===== src/rtl/round_key_bank.sv =====
// round_key_bank: multi-slot AES round-key store, replayed forward or reverse on a valid/ready stream.
// Optional macro RKB_EQINV_EN: reverse replay passes middle keys through InvMixColumns.
module round_key_bank #(
  parameter int unsigned NUM_SLOTS = 2,
  parameter int unsigned MAX_RK    = 15,
  parameter int unsigned RK_W      = 128,
  localparam int unsigned SLOT_W   = (NUM_SLOTS > 1) ? $clog2(NUM_SLOTS) : 1
) (
  input  logic                 clk,
  input  logic                 rst,
  input  logic                 load_start,
  input  logic [SLOT_W-1:0]    load_slot,
  input  logic [1:0]           load_key_length,
  input  logic                 load_rk_valid,
  input  logic [RK_W-1:0]      load_rk,
  output logic                 load_busy,
  output logic                 load_done,
  input  logic                 rd_start,
  input  logic [SLOT_W-1:0]    rd_slot,
  input  logic                 rd_decrypt,
  output logic                 rk_valid,
  input  logic                 rk_ready,
  output logic [RK_W-1:0]      rk_data,
  output logic                 rk_last,
  output logic                 rd_busy,
  output logic [NUM_SLOTS-1:0] slot_ready,
  output logic                 err
);

  localparam int unsigned IDX_W = (MAX_RK > 1) ? $clog2(MAX_RK) : 1;
  localparam int unsigned DEPTH = NUM_SLOTS * MAX_RK;
  localparam int unsigned AW    = (DEPTH > 1) ? $clog2(DEPTH) : 1;

  localparam logic LD_IDLE   = 1'b0;
  localparam logic LD_FILL   = 1'b1;
  localparam logic RD_IDLE   = 1'b0;
  localparam logic RD_STREAM = 1'b1;

  logic [RK_W-1:0]   mem [DEPTH];
  logic [IDX_W-1:0]  slot_nr [NUM_SLOTS];

  logic              ld_state, ld_state_nx_c;
  logic [SLOT_W-1:0] ld_slot;
  logic [IDX_W-1:0]  ld_idx, ld_nr, ld_len_nr_c;
  logic              ld_accept_c, ld_err_c, ld_write_c, ld_done_c, ld_legal_c;
  logic [AW-1:0]     ld_addr_c;

  logic              rd_state, rd_state_nx_c;
  logic [SLOT_W-1:0] rd_slot_q, rd_slot_c;
  logic              rd_dir, rd_dir_c;
  logic [IDX_W-1:0]  rd_idx, rd_idx_nx_c, rd_nr, rd_nr_c;
  logic              rd_err_c, rd_fetch_c, rd_ok_c, rd_last_nx_c;
  logic [AW-1:0]     rd_addr_c;
  logic [RK_W-1:0]   rd_word_c;

  function automatic logic [AW-1:0] addr_of(input logic [SLOT_W-1:0] s, input logic [IDX_W-1:0] i);
    return AW'(32'(s) * MAX_RK + 32'(i));
  endfunction

`ifdef RKB_EQINV_EN
  function automatic logic [7:0] xtime(input logic [7:0] b);
    return {b[6:0], 1'b0} ^ (b[7] ? 8'h1b : 8'h00);
  endfunction

  // Column-major state, byte 0 in the MSBs; coefficients 0e/0b/0d/09 built from xtime chains
  function automatic logic [127:0] inv_mix_columns(input logic [127:0] s);
    logic [127:0] r;
    logic [7:0]   a [4];
    logic [7:0]   x2 [4];
    logic [7:0]   x4 [4];
    logic [7:0]   x8 [4];
    r = '0;
    for (int c = 0; c < 4; c++) begin
      for (int i = 0; i < 4; i++) begin
        a[i]  = s[127 - 32*c - 8*i -: 8];
        x2[i] = xtime(a[i]);
        x4[i] = xtime(x2[i]);
        x8[i] = xtime(x4[i]);
      end
      for (int i = 0; i < 4; i++) begin
        r[127 - 32*c - 8*i -: 8] = (x8[i] ^ x4[i] ^ x2[i])
                                 ^ (x8[(i+1)%4] ^ x2[(i+1)%4] ^ a[(i+1)%4])
                                 ^ (x8[(i+2)%4] ^ x4[(i+2)%4] ^ a[(i+2)%4])
                                 ^ (x8[(i+3)%4] ^ a[(i+3)%4]);
      end
    end
    return r;
  endfunction
`endif

  // Load FSM next state: capture Nr+1 beats into the target slot
  always_comb begin
    ld_state_nx_c = ld_state;
    ld_accept_c   = 1'b0;
    ld_err_c      = 1'b0;
    ld_write_c    = 1'b0;
    ld_done_c     = 1'b0;
    case (load_key_length)
      2'b00:   ld_len_nr_c = IDX_W'(10);
      2'b01:   ld_len_nr_c = IDX_W'(12);
      default: ld_len_nr_c = IDX_W'(14);
    endcase
    ld_legal_c = (load_key_length != 2'b11) && (32'(load_slot) < NUM_SLOTS) &&
                 !((rd_state == RD_STREAM) && (rd_slot_q == load_slot));
    case (ld_state)
      LD_IDLE: begin
        if (load_start) begin
          if (ld_legal_c) begin
            ld_accept_c   = 1'b1;
            ld_state_nx_c = LD_FILL;
          end else begin
            ld_err_c = 1'b1;
          end
        end
      end
      LD_FILL: begin
        ld_err_c = load_start;
        if (load_rk_valid) begin
          ld_write_c = 1'b1;
          if (ld_idx == ld_nr) begin
            ld_done_c     = 1'b1;
            ld_state_nx_c = LD_IDLE;
          end
        end
      end
      default: ld_state_nx_c = LD_IDLE;
    endcase
  end

  assign ld_addr_c = addr_of(ld_slot, ld_idx);

  // Read FSM next state; a same-cycle load of the same slot takes priority
  always_comb begin
    rd_state_nx_c = rd_state;
    rd_err_c      = 1'b0;
    rd_fetch_c    = 1'b0;
    rd_slot_c     = rd_slot_q;
    rd_dir_c      = rd_dir;
    rd_nr_c       = rd_nr;
    rd_idx_nx_c   = rd_idx;
    rd_ok_c = (32'(rd_slot) < NUM_SLOTS) && slot_ready[rd_slot] &&
              !(ld_accept_c && (load_slot == rd_slot));
    case (rd_state)
      RD_IDLE: begin
        if (rd_start) begin
          if (rd_ok_c) begin
            rd_fetch_c    = 1'b1;
            rd_state_nx_c = RD_STREAM;
            rd_slot_c     = rd_slot;
            rd_dir_c      = rd_decrypt;
            rd_nr_c       = slot_nr[rd_slot];
            rd_idx_nx_c   = rd_decrypt ? slot_nr[rd_slot] : '0;
          end else begin
            rd_err_c = 1'b1;
          end
        end
      end
      RD_STREAM: begin
        rd_err_c = rd_start;
        if (rk_valid && rk_ready) begin
          if (rk_last) begin
            rd_state_nx_c = RD_IDLE;
          end else begin
            rd_fetch_c  = 1'b1;
            rd_idx_nx_c = rd_dir ? rd_idx - IDX_W'(1) : rd_idx + IDX_W'(1);
          end
        end
      end
      default: rd_state_nx_c = RD_IDLE;
    endcase
    rd_last_nx_c = rd_dir_c ? (rd_idx_nx_c == '0) : (rd_idx_nx_c == rd_nr_c);
  end

  assign rd_addr_c = addr_of(rd_slot_c, rd_idx_nx_c);

  always_comb begin
    rd_word_c = mem[rd_addr_c];
`ifdef RKB_EQINV_EN
    if (rd_dir_c && (rd_idx_nx_c != '0) && (rd_idx_nx_c != rd_nr_c))
      rd_word_c = RK_W'(inv_mix_columns(128'(mem[rd_addr_c])));
`endif
  end

  always_ff @(posedge clk or negedge rst) begin
    if (!rst) begin
      ld_state   <= LD_IDLE;
      ld_slot    <= '0;
      ld_idx     <= '0;
      ld_nr      <= '0;
      rd_state   <= RD_IDLE;
      rd_slot_q  <= '0;
      rd_dir     <= 1'b0;
      rd_idx     <= '0;
      rd_nr      <= '0;
      slot_ready <= '0;
      load_done  <= 1'b0;
      err        <= 1'b0;
      rk_valid   <= 1'b0;
      rk_data    <= '0;
      rk_last    <= 1'b0;
    end else begin
      ld_state  <= ld_state_nx_c;
      load_done <= ld_done_c;
      err       <= ld_err_c | rd_err_c;
      if (ld_accept_c) begin
        ld_slot               <= load_slot;
        ld_nr                 <= ld_len_nr_c;
        ld_idx                <= '0;
        slot_ready[load_slot] <= 1'b0;
      end
      if (ld_write_c) ld_idx <= ld_idx + IDX_W'(1);
      if (ld_done_c) slot_ready[ld_slot] <= 1'b1;

      rd_state  <= rd_state_nx_c;
      rd_slot_q <= rd_slot_c;
      rd_dir    <= rd_dir_c;
      rd_nr     <= rd_nr_c;
      rd_idx    <= rd_idx_nx_c;
      rk_valid  <= (rd_state_nx_c == RD_STREAM);
      if (rd_fetch_c) begin
        rk_data <= rd_word_c;
        rk_last <= rd_last_nx_c;
      end else if (rd_state_nx_c == RD_IDLE) begin
        rk_last <= 1'b0;
      end
    end
  end

  // Key storage and per-slot Nr survive reset
  always_ff @(posedge clk) begin
    if (ld_write_c) mem[ld_addr_c] <= load_rk;
    if (ld_accept_c) slot_nr[load_slot] <= ld_len_nr_c;
  end

  assign load_busy = (ld_state == LD_FILL);
  assign rd_busy   = (rd_state == RD_STREAM);

endmodule


===== config.mk =====
export PLATFORM = sky130hd
export DESIGN_NAME = round_key_bank
export DESIGN_NICKNAME = d
export VERILOG_FILES = /design/src/rtl/round_key_bank.sv
export SDC_FILE = /design/constraint.sdc
export NUM_CORES = 2
export LEC_CHECK = 0
export CAP_MARGIN = 20
export CORE_UTILIZATION = 40
export DETAILED_ROUTE_END_ITERATION = 10
export PLACE_DENSITY = 0.66
export SYNTH_ARGS = -nofsm -noshare
export SYNTH_HDL_FRONTEND = slang
export SYNTH_SLANG_ARGS = --single-unit

===== constraint.sdc =====
create_clock -name clk -period 7.8 [get_ports clk]
set_clock_uncertainty 0.15 [all_clocks]
set_input_delay 2.34 -clock clk [delete_from_list [all_inputs] [get_ports clk]]
set_output_delay 2.34 -clock clk [all_outputs]
set_load 0.005 [all_outputs]

==> flow_summary.json <==
{
  "grt_usage_pct": 21.4,
  "synth_area_per_cell_um2": 21.5,
  "slowest_delay_ns": 0.71,
  "worst_setup_path_end_kind": "flip-flop",
  "cts.sinks": 3997,
  "synth_area_leaders": "edfxtp_1, mux4_2, dfrtp_1",
  "critPathTopFamily": "compound AO/OA/AOI/OAI gates",
  "met3_usage_pct": 4.28,
  "worst-path-stages": 12,
  "max_freq_ghz": 0.154,
  "io_buffers": 274,
  "synth_edf_count": 3844,
  "synthArstFlopShare_pct": 3.83,
  "worstPathRequired_ns": 8.46,
  "grt_pass1_vias": 78785,
  "setup_violations": 0,
  "cts_tree": "yes",
  "grtUsageMet2_pct": 34.6,
  "max-clock-path-buffers": 4,
  "tns_ns": 0,
  "synthCells": 7123,
  "cp.buffers_inverters": 3,
  "ant_nets": 0,
  "drc": 0,
  "num_rows": 226,
  "die_w_um": 620,
  "wl_per_cell_um": 32.2,
  "cp_slowest_cell": "clkdlybuf4s50_1",
  "hold_class": "flip-flop to flip-flop",
  "synth_top_area_share_pct": 75.5,
  "drv_slew": 0,
  "nFillCells": 30711,
  "rsz0062_at_grt": "false",
  "htreeDepth": 5,
  "ys.flop_type": "edfxtp_1",
  "hold_viol": 0,
  "cts-root-buf": "clkbuf_16",
  "syn_area_um2": 153000,
  "path_cells": "clkdlybuf4s50_1, xor2_2, o311a_4, o31ai_1, ha_4, buf_12, buf_12, mux4_2, and3_1, a211oi_1, a31oi_1, a221o_1",
  "yosysSeqAreaShare_pct": 78.0,
  "r2r_cells": 11,
  "drtIter0Drc": 10287,
  "slew_headroom_pct": 11.5,
  "grt_max_degree": 100,
  "drive_gt1_share_pct": 22.9,
  "fin_crit_ns": 6.51,
  "ys_types": 60,
  "gp_congestion": 0.748,
  "clk_pin_slew_ns": 0.06,
  "die_height_um": 620,
  "fin_hold_ws_ns": 0.339,
  "rrSetupSlack_ns": 2.92,
  "clk_latency_ns": 0.94,
  "yosysTopAreaCell": "edfxtp_1",
  "busiest_layer": "met2",
  "crit_start": "rd_slot",
  "antenna_found_initial": 65,
  "dp_hpwl_um": 205000,
  "hold_depth": 1,
  "first_pass_iters": 5,
  "die_area_um2": 385000,
  "nNetsFinal": 7745,
  "initial_core_util_pct": 40.3,
  "synth-seq-cells": 3997,
  "crit_top_cell": "buf_12",
  "min_from": "rd_nr[3]",
  "r2r-start": "load_busy",
  "syn-num-nets": 7274,
  "numCtsBuffers": 392,
  "io_pins": 275,
  "post-route-period-util_pct": 83.4,
  "cap_violations": 0,
  "core_area_um2": 380000,
  "cts_hold_buffers": 0,
  "drt-total-wl_um": 418000,
  "via_per_inst": 6.07,
  "post_cts_buffers": 0,
  "worstSetupStartpointType": "input port",
  "grt_overflow": 0,
  "vias": 78641,
  "syn2layout_area_growth_pct": 15.8,
  "post_cts_resized": 0,
  "grt_use_met1_pct": 29.3,
  "critPathMaxFanout": 34,
  "grt_pass1_wl_um": 589000,
  "outcome": "complete, no violations",
  "cp_data_arrival_time_ns": 7.17,
  "synth_warnings": 0,
  "worst-slew-pin-transition_ns": 1.33,
  "path_class": "input port to flip-flop"
}
## Yosys cell counts (4+ instances only)
| library cell | instances |
|---|---|
| and3_1 | 257 |
| buf_1 | 16 |
| buf_4 | 8 |
| ha_1 | 10 |
| a211oi_1 | 256 |
| a31oi_1 | 133 |
| nand2_1 | 285 |
| xor2_1 | 4 |
| o21ai_0 | 134 |
| o21ai_1 | 9 |
| xnor2_1 | 12 |
| buf_6 | 6 |
| nor2b_1 | 4 |
| nor2_1 | 44 |
| mux2i_1 | 129 |
| nand3_1 | 134 |
| dfrtp_1 | 153 |
| mux2_2 | 6 |
| mux4_2 | 896 |
| a221o_1 | 128 |
| a2111oi_0 | 127 |
| a21oi_1 | 11 |
| clkbuf_1 | 394 |
| inv_1 | 11 |
| buf_2 | 65 |
| edfxtp_1 | 3844 |
## per-stage QoR
stage               instances  util [%]  cell area [um^2]  worst slack (ns)
floorplan                7123         -            153000             -1.22
global placement        12212      43.2            164000             0.484
detailed placement      12215      43.3            164000             0.404
CTS                     12943      46.6            177000              1.40
global route            12953      46.7            177000              1.11
finish                  12964      46.7            177000              1.29
## flip-flops by register name (all words and copies together), names as in the netlist, 2 cells and up
name / count
rd_nr: 4
rk_data: 128
ld_idx: 4
mem: 3840
ld_nr: 3
slot_nr: 4
slot_ready: 2
rd_idx: 4
## logic make-up (layout without fill, tap and decap cells)
| logic type | count (synthesis) | in the layout | share of synthesized area (%) |
|---|---|---|---|
| DFF | 3997 | 3997 | 78.0 |
| AOI/OAI and AO/OA | 817 | 817 | 3.99 |
| and+or+nand+nor | 745 | 745 | 2.41 |
| buffers and inverters | 502 | 1307 | 1.33 |
| other | 0 | 20 | 0 |
| adders and majority gates | 12 | 12 | 0.108 |
| xor gates and xnor gates | 17 | 17 | 0.102 |
| muxes | 1033 | 1033 | 14.1 |
## area by class of cell
cell class	count	area [um^2]	area share [%]
Sequential cell	3997	119000	67.3
Multi-Input combinational cell	2624	32000	18.1
Clock buffer	529	10700	6.06
Timing Repair Buffer	566	6700	3.78
Tap cell	5016	6280	3.54
Clock inverter	199	2130	1.20
Antenna cell	20	50.0	0.0282
Inverter	13	48.8	0.0275
## metal layers
metal / part of all wire [%] / up-vias
met2: 48 / 4284
met5: 0.075 / -
met1: 39 / 42333
met4: 3.1 / 50
met3: 10 / 710
li1: - / 31264
## placed cells by master, fill, tap and decap left out, drive strengths merged, types with 128 or more instances in the layout
cell / count
a31oi: 133
nand3: 135
nand2: 287
clkinv: 138
clkbuf: 530
o21ai: 144
and3: 257
buf: 292
mux4: 896
a211oi: 256
a221o: 128
dfrtp: 153
mux2i: 129
a2111oi: 128
edfxtp: 3844
clkdlybuf4s50: 273
## worst paths after layout
| path | to |
|---|---|
| setup / recovery | rk_data[65] |
| hold / removal | rd_nr[3] |
| setup reg to reg | rk_data[65] |
| hold reg to reg | rd_nr[3] |
| max in group asynchronous | rk_data[59] |
| min in group asynchronous | rk_data[105] |
## worst reg2reg max path, delay by kind of cell, from the launching register on
kind / cells / cell delay, ns
flops: 1 / 0.43
mux: 1 / 0.64
simple gates: 1 / 0.23
buf+inv: 2 / 0.64
compound gates: 6 / 2.00
fa+ha+maj: 1 / 0.67
Power is left out: the tool's default activity adds up to more than one toggle a clock period on the data nets, which glitch-free logic cannot reach.
